[config.mk]
export PLATFORM = sky130hd
export DESIGN_NAME = cpu_multicycle_control
export DESIGN_NICKNAME = d
export VERILOG_FILES = /design/src/rtl/cpu_ctrl_pkg.sv /design/src/rtl/cpu_opclass_decode.sv /design/src/rtl/cpu_multicycle_control.sv
export SDC_FILE = /design/constraint.sdc
export NUM_CORES = 1
export LEC_CHECK = 0
export CORE_MARGIN = 3
export CORE_UTILIZATION = 50
export CTS_CLUSTER_SIZE = 20
export DETAILED_ROUTE_END_ITERATION = 6
export PLACE_DENSITY_LB_ADDON = 0.08
export SYNTH_ARGS = -nofsm -noshare
export SYNTH_HDL_FRONTEND = slang
export SYNTH_SLANG_ARGS = --single-unit
[constraint.sdc]
create_clock -name clk -period 4 [get_ports clk]
set_clock_uncertainty 0.15 [all_clocks]
set_input_delay 0.4 -clock clk [delete_from_list [all_inputs] [get_ports clk]]
set_output_delay 0.4 -clock clk [all_outputs]
set_load 0.02 [all_outputs]
[src/rtl/cpu_ctrl_pkg.sv]
// rtl/cpu_ctrl_pkg.sv - shared types and encodings for the multi-cycle LEGv8 control FSM
package cpu_ctrl_pkg;

    typedef enum logic [3:0] {
        S_INIT,
        S_FETCH,
        S_DECODE,
        S_EXEC_R,
        S_EXEC_I,
        S_ADDR,
        S_MEM_RD,
        S_MEM_WR,
        S_WB_R,
        S_WB_MEM,
        S_BRANCH,
        S_HALT,
        S_ILLEGAL,
        S_ERROR
    } state_t;

    typedef enum logic [3:0] {
        OP_R,
        OP_I,
        OP_LD,
        OP_ST,
        OP_CBZ,
        OP_CBNZ,
        OP_B,
        OP_HALT,
        OP_ILL
    } opclass_t;

    localparam logic [10:0] OPC_LDUR = 11'b11111000010;
    localparam logic [10:0] OPC_STUR = 11'b11111000000;
    localparam logic [10:0] OPC_ADD  = 11'b10001011000;
    localparam logic [10:0] OPC_SUB  = 11'b11001011000;
    localparam logic [10:0] OPC_AND  = 11'b10001010000;
    localparam logic [10:0] OPC_ORR  = 11'b10101010000;
    localparam logic [10:0] OPC_ADDI = 11'b10010001000;
    localparam logic [10:0] OPC_CBZ  = 11'b10110100000;
    localparam logic [10:0] OPC_CBNZ = 11'b10110101000;
    localparam logic [10:0] OPC_B    = 11'b00010100000;
    localparam logic [10:0] OPC_HALT = 11'b11111111111;

    // Set bits in a mask are compared; cleared bits are operand fields folded into the opcode.
    localparam logic [10:0] MASK_FULL = 11'b11111111111;
    localparam logic [10:0] MASK_ADDI = 11'b11111111110;
    localparam logic [10:0] MASK_CB   = 11'b11111111000;
    localparam logic [10:0] MASK_B    = 11'b11111100000;

    localparam logic [1:0] ALUOP_ADD   = 2'b00;
    localparam logic [1:0] ALUOP_PASSB = 2'b01;
    localparam logic [1:0] ALUOP_FUNC  = 2'b10;

    localparam logic [1:0] ALUSRC_REG  = 2'b00;
    localparam logic [1:0] ALUSRC_DIMM = 2'b01;
    localparam logic [1:0] ALUSRC_IIMM = 2'b10;

    function automatic logic op_match(input logic [10:0] inst,
                                      input logic [10:0] pat,
                                      input logic [10:0] mask);
        return ((inst ^ pat) & mask) == 11'b0;
    endfunction

endpackage

[src/rtl/cpu_opclass_decode.sv]
// rtl/cpu_opclass_decode.sv - maps the IR opcode field to an instruction class
import cpu_ctrl_pkg::*;

module cpu_opclass_decode (
    input  logic [10:0] inst31_21,
    output opclass_t    opclass
);

    always_comb begin
        opclass = OP_ILL;
        if (op_match(inst31_21, OPC_LDUR, MASK_FULL)) begin
            opclass = OP_LD;
        end else if (op_match(inst31_21, OPC_STUR, MASK_FULL)) begin
            opclass = OP_ST;
        end else if (op_match(inst31_21, OPC_ADD, MASK_FULL)
                  || op_match(inst31_21, OPC_SUB, MASK_FULL)
                  || op_match(inst31_21, OPC_AND, MASK_FULL)
                  || op_match(inst31_21, OPC_ORR, MASK_FULL)) begin
            opclass = OP_R;
        end else if (op_match(inst31_21, OPC_ADDI, MASK_ADDI)) begin
            opclass = OP_I;
        end else if (op_match(inst31_21, OPC_CBZ, MASK_CB)) begin
            opclass = OP_CBZ;
        end else if (op_match(inst31_21, OPC_CBNZ, MASK_CB)) begin
            opclass = OP_CBNZ;
        end else if (op_match(inst31_21, OPC_B, MASK_B)) begin
            opclass = OP_B;
        end else if (op_match(inst31_21, OPC_HALT, MASK_FULL)) begin
            opclass = OP_HALT;
        end
    end

endmodule

[src/rtl/cpu_multicycle_control.sv]
// rtl/cpu_multicycle_control.sv - multi-cycle control FSM with memory handshake, timeout and retire count
import cpu_ctrl_pkg::*;

module cpu_multicycle_control #(
    parameter int unsigned TIMEOUT = 16,
    parameter int unsigned CNT_W   = 32
) (
    input  logic             clk,
    input  logic             reset,
    input  logic [10:0]      inst31_21,
    input  logic             zero,
    input  logic             mem_ready,
    output logic             mem_read,
    output logic             mem_write,
    output logic             ir_write,
    output logic             pc_write,
    output logic             pc_src,
    output logic             Reg2Loc,
    output logic [1:0]       ALUSrc,
    output logic [1:0]       ALUOp,
    output logic             MemtoReg,
    output logic             RegWrite,
    output logic             halted,
    output logic             illegal,
    output logic             mem_err,
    output logic [CNT_W-1:0] retired
);

    localparam int unsigned WAIT_W = (TIMEOUT > 0) ? $clog2(TIMEOUT + 1) : 1;
    localparam logic [WAIT_W-1:0] WAIT_LIMIT = WAIT_W'(TIMEOUT);

    state_t             state_q, state_d;
    opclass_t           op_q, op_d;
    opclass_t           dec_class;
    logic [WAIT_W-1:0]  wait_cnt_q, wait_cnt_d;
    logic [CNT_W-1:0]   retired_q, retired_d;
    logic               retire_inc;
    logic               wait_expired;
    logic               br_taken;

    cpu_opclass_decode u_decode (
        .inst31_21 (inst31_21),
        .opclass   (dec_class)
    );

    // The limit is checked on the cycle the count already equals TIMEOUT, so a
    // ready arriving in that cycle still completes the access.
    assign wait_expired = (TIMEOUT != 0) && (wait_cnt_q == WAIT_LIMIT);

    assign br_taken = (op_q == OP_B)
                   || ((op_q == OP_CBZ)  &&  zero)
                   || ((op_q == OP_CBNZ) && !zero);

    always_comb begin
        state_d    = state_q;
        op_d       = op_q;
        wait_cnt_d = '0;
        retire_inc = 1'b0;
        mem_read   = 1'b0;
        mem_write  = 1'b0;
        ir_write   = 1'b0;
        pc_write   = 1'b0;
        pc_src     = 1'b0;
        Reg2Loc    = 1'b0;
        ALUSrc     = ALUSRC_REG;
        ALUOp      = ALUOP_ADD;
        MemtoReg   = 1'b0;
        RegWrite   = 1'b0;
        halted     = 1'b0;
        illegal    = 1'b0;
        mem_err    = 1'b0;

        case (state_q)
            S_INIT: state_d = S_FETCH;

            S_FETCH: begin
                mem_read = 1'b1;
                if (mem_ready) begin
                    ir_write = 1'b1;
                    pc_write = 1'b1;
                    state_d  = S_DECODE;
                end else if (wait_expired) begin
                    state_d = S_ERROR;
                end else begin
                    wait_cnt_d = wait_cnt_q + WAIT_W'(1);
                end
            end

            S_DECODE: begin
                op_d = dec_class;
                case (dec_class)
                    OP_LD, OP_ST:            state_d = S_ADDR;
                    OP_R:                    state_d = S_EXEC_R;
                    OP_I:                    state_d = S_EXEC_I;
                    OP_CBZ, OP_CBNZ, OP_B:   state_d = S_BRANCH;
                    OP_HALT:                 state_d = S_HALT;
                    default:                 state_d = S_ILLEGAL;
                endcase
            end

            S_EXEC_R: begin
                ALUOp   = ALUOP_FUNC;
                ALUSrc  = ALUSRC_REG;
                state_d = S_WB_R;
            end

            S_EXEC_I: begin
                ALUOp   = ALUOP_FUNC;
                ALUSrc  = ALUSRC_IIMM;
                state_d = S_WB_R;
            end

            S_WB_R: begin
                RegWrite   = 1'b1;
                retire_inc = 1'b1;
                state_d    = S_FETCH;
            end

            S_ADDR: begin
                ALUOp   = ALUOP_ADD;
                ALUSrc  = ALUSRC_DIMM;
                Reg2Loc = (op_q == OP_ST);
                state_d = (op_q == OP_ST) ? S_MEM_WR : S_MEM_RD;
            end

            S_MEM_RD: begin
                mem_read = 1'b1;
                ALUOp    = ALUOP_ADD;
                ALUSrc   = ALUSRC_DIMM;
                if (mem_ready) begin
                    state_d = S_WB_MEM;
                end else if (wait_expired) begin
                    state_d = S_ERROR;
                end else begin
                    wait_cnt_d = wait_cnt_q + WAIT_W'(1);
                end
            end

            S_MEM_WR: begin
                mem_write = 1'b1;
                Reg2Loc   = 1'b1;
                ALUOp     = ALUOP_ADD;
                ALUSrc    = ALUSRC_DIMM;
                if (mem_ready) begin
                    retire_inc = 1'b1;
                    state_d    = S_FETCH;
                end else if (wait_expired) begin
                    state_d = S_ERROR;
                end else begin
                    wait_cnt_d = wait_cnt_q + WAIT_W'(1);
                end
            end

            S_WB_MEM: begin
                RegWrite   = 1'b1;
                MemtoReg   = 1'b1;
                retire_inc = 1'b1;
                state_d    = S_FETCH;
            end

            S_BRANCH: begin
                if (op_q != OP_B) begin
                    Reg2Loc = 1'b1;
                    ALUOp   = ALUOP_PASSB;
                    ALUSrc  = ALUSRC_REG;
                end
                pc_write   = br_taken;
                pc_src     = br_taken;
                retire_inc = 1'b1;
                state_d    = S_FETCH;
            end

            S_HALT:    halted  = 1'b1;
            S_ILLEGAL: illegal = 1'b1;
            S_ERROR:   mem_err = 1'b1;
            default:   state_d = S_INIT;
        endcase

        retired_d = retire_inc ? (retired_q + CNT_W'(1)) : retired_q;
    end

    always_ff @(posedge clk) begin
        if (reset) begin
            state_q    <= S_INIT;
            op_q       <= OP_ILL;
            wait_cnt_q <= '0;
            retired_q  <= '0;
        end else begin
            state_q    <= state_d;
            op_q       <= op_d;
            wait_cnt_q <= wait_cnt_d;
            retired_q  <= retired_d;
        end
    end

    assign retired = retired_q;

endmodule

==> flow_summary.json <==
{
  "outcome": "finished clean",
  "max-slew-margin-rel_pct": 42.77,
  "syn-cell-area_um2": 2504,
  "insertedDiodeCount": 0,
  "cp-startpoint": "state_q[2]",
  "overall_die_area_um2": 5892,
  "viasPerCell": 5.585,
  "detailed_router_iteration_count_before_antenna_repair": 5,
  "cts_made_buffers": 5,
  "hold_class": "flop to flop",
  "routed_wirelength_um": 5656,
  "placer_s_final_routability_congestion_estimate": 0.8747,
  "drive_gt1_share_pct": 4.485,
  "p_leak_nw": 1.007,
  "cts_resized": 0,
  "critical_path_arrival_ns": 2.32,
  "antenna_violating_nets_post_route": 0,
  "core_region_area_um2": 4786,
  "routed_wirelength_normalized_by_instance_count_um": 12.68,
  "finalMaxSlewViolations": 0,
  "cell_variety_after_synth": 51,
  "final_setup_margin_ns": 1.128,
  "initial_core_util_pct": 52.31,
  "timing_worst_setup_path_type": "flop to output port",
  "die_h_um": 76.76,
  "postSynthAreaPerCell_um2": 7.727,
  "dpl.hpwl_um": 4200,
  "fmaxAchievable_mhz": 348.2,
  "dieWidth_um": 76.76,
  "drt_drc": 0,
  "post-cts-setup-buffers": 0,
  "fin_util_pct": 67.56,
  "clk_latency_ns": 0.29,
  "power_per_cell_area_nw_per_um2": 356.6,
  "clk_path_buf_depth": 2,
  "syn_inst": 324,
  "cts.sink_count": 45,
  "gr-usage-all-layers_pct": 19.88,
  "tritoncts": "done",
  "nets_in_the_synthesized_netlist": 342,
  "reg2regPathDepth": 5,
  "yosysWarningCount": 0,
  "postSynth.asyncResetShare_pct": 0,
  "place.port_buffers": 61,
  "final_nets": 397,
  "sum_of_negative_setup_slack_ns": 0,
  "setup.worst_path.end_class": "output port",
  "initial_antenna_violation_count": 0,
  "setup_repair_after_global_routing_missed_its_margin": "false",
  "dpl_worst_slack_ns": 0.9778,
  "rrSetupSlack_ns": 1.17,
  "fin_crit_sh_pct": 71.80,
  "clkSlewWorstSetupHoldPaths_ns": 0.08,
  "reg2reg_to": "retired[29]",
  "timing.final.crit_period_ns": 2.872,
  "routed-via-count": 2491,
  "first_pass_grt_wire_length_um": 9936,
  "root_buffer": "sky130_fd_sc_hd__clkbuf_8",
  "grt_start_max_net_pins": 26,
  "ys_seq_elements": 45,
  "cts_hold_buffers": 0,
  "detailedRoute.firstIterationViolations": 198,
  "synth_edf_count": 0,
  "required_ns": 3.45,
  "actual_slew_at_the_worst_max_slew_pin_ns": 0.8558,
  "gr-total-overflow": 0,
  "area_growth_syn_to_layout_pct": 29.14,
  "maxCapViolations": 0,
  "crit_fanout": 17,
  "regToRegStartpoint": "state_q[2]",
  "critical_path.startpoint_type": "flop",
  "num_rows": 25,
  "synth_flop_cell": "sky130_fd_sc_hd__dfxtp_1",
  "final.hold.worst_slack_ns": 0.3197,
  "hold_viol_final": 0,
  "synth.yosys.seq_area_share_pct": 35.98,
  "final-instance-count-excl-fill": 446,
  "via_count_of_the_first_global_routing_pass": 2327,
  "worst_setup_path_endpoint": "pc_write",
  "place.detailed.instances": 439,
  "vdd.ir_drop.worst_uv": 226.6,
  "clock_tree.htree_level_count": 2,
  "floorplan.io_pins": 62,
  "setup_viol": 0
}
## per-stage QoR
step                      power, mW  instance area [um2]
final                         1.153                 3233
after global routing          1.224                 3233
after CTS                     1.162                 3233
after detailed placement     0.8812                 3147
after global placement       0.8787                 3147
after floorplan              0.7627                 2504
## cell usage in the layout (no fill, tap or decap), types with 3 or more instances in the layout
master,Yosys,layout
sky130_fd_sc_hd__a21oi_1,24,24
sky130_fd_sc_hd__nor2b_1,8,8
sky130_fd_sc_hd__nand2b_1,6,6
sky130_fd_sc_hd__xnor2_1,9,9
sky130_fd_sc_hd__o31ai_1,4,4
sky130_fd_sc_hd__and2_1,4,4
sky130_fd_sc_hd__o21ai_0,17,17
sky130_fd_sc_hd__nor2_1,43,43
sky130_fd_sc_hd__nand4_1,13,13
sky130_fd_sc_hd__nand2_1,23,23
sky130_fd_sc_hd__and3_1,4,4
sky130_fd_sc_hd__ha_1,3,3
sky130_fd_sc_hd__nor4_1,6,6
sky130_fd_sc_hd__nand3_1,14,14
sky130_fd_sc_hd__or4_1,6,6
sky130_fd_sc_hd__or3_1,14,14
sky130_fd_sc_hd__xor2_1,9,9
sky130_fd_sc_hd__a31oi_1,3,3
sky130_fd_sc_hd__clkdlybuf4s50_1,0,61
sky130_fd_sc_hd__dfxtp_1,45,45
sky130_fd_sc_hd__clkbuf_8,0,6
sky130_fd_sc_hd__or2_2,3,3
sky130_fd_sc_hd__inv_1,10,10
sky130_fd_sc_hd__nor3_1,9,9
## how the worst min path moves through the flow
stage	from	end	slack, ns	cells past startpoint
floorplan	wait_cnt_q[0]	wait_cnt_q[0]	0.28	1
global placement	wait_cnt_q[0]	wait_cnt_q[0]	0.30	1
detailed placement	wait_cnt_q[0]	wait_cnt_q[0]	0.31	1
CTS	wait_cnt_q[0]	wait_cnt_q[0]	0.33	1
global route	wait_cnt_q[0]	wait_cnt_q[0]	0.34	1
finish	wait_cnt_q[0]	wait_cnt_q[0]	0.32	1
## worst max-delay path, cell delays in order, from the launching register on
cell and delay, ns:
sky130_fd_sc_hd__dfxtp_1 0.64, sky130_fd_sc_hd__nand2b_1 0.30, sky130_fd_sc_hd__nor2_1 0.07, sky130_fd_sc_hd__and3_1 0.20, sky130_fd_sc_hd__or2_2 0.29, sky130_fd_sc_hd__clkdlybuf4s50_1 0.54
## sequential cells by signal, summed over array words and instances (netlist names)
name / cells
retired: 32
wait_cnt_q: 5
state_q: 4
op_q: 4
## layout make-up
cell class,count,area (um2)
fillers,418,1553
multi-input cells,254,1499
inverters,10,37.54
clock buffers,7,86.33
repair buffers,63,625.6
well taps,67,83.83
flip-flops and latches,45,900.9
## power by group
part | internal [mW] | total (mW) | switching [mW]
Sequential | 0.477 | 0.540 | 0.0631
Combinational | 0.153 | 0.331 | 0.178
Clock | 0.137 | 0.282 | 0.144
Total | 0.767 | 1.15 | 0.386
## cells by family (layout without fill, tap and decap cells)
logic type | count (synthesis) | after routing | synth area share, %
flops | 45 | 45 | 35.98
compound gates | 65 | 65 | 15.79
mux | 1 | 1 | 0.4497
xor+xnor | 18 | 18 | 6.297
fa+ha+maj | 3 | 3 | 1.499
buf+inv | 25 | 80 | 4.148
simple gates | 167 | 167 | 35.83
## per-layer routing
metal	global-route usage (%)	share of wire, %	wire length (um)
met5	0	0	0
met4	6.522	0.65	37
met3	4.343	5.2	296
met2	33.54	47	2638
met1	25.04	47	2683
## cells in the mapped netlist, types with 6 or more instances
library cell / count / area share, %
sky130_fd_sc_hd__dfxtp_1: 45 / 36
sky130_fd_sc_hd__nor2_1: 43 / 6.4
sky130_fd_sc_hd__a21oi_1: 24 / 4.8
sky130_fd_sc_hd__nand2_1: 23 / 3.4
sky130_fd_sc_hd__o21ai_0: 17 / 3.4
sky130_fd_sc_hd__nand3_1: 14 / 2.8
sky130_fd_sc_hd__or3_1: 14 / 3.5
sky130_fd_sc_hd__nand4_1: 13 / 3.2
sky130_fd_sc_hd__clkbuf_1: 12 / 1.8
sky130_fd_sc_hd__inv_1: 10 / 1.5
sky130_fd_sc_hd__nor3_1: 9 / 1.8
sky130_fd_sc_hd__xnor2_1: 9 / 3.1
sky130_fd_sc_hd__xor2_1: 9 / 3.1
sky130_fd_sc_hd__nor2b_1: 8 / 2.0
sky130_fd_sc_hd__nand2b_1: 6 / 1.5
sky130_fd_sc_hd__nor4_1: 6 / 1.5
sky130_fd_sc_hd__or4_1: 6 / 1.8
Note: power is estimated with default switching activity, not from simulation.
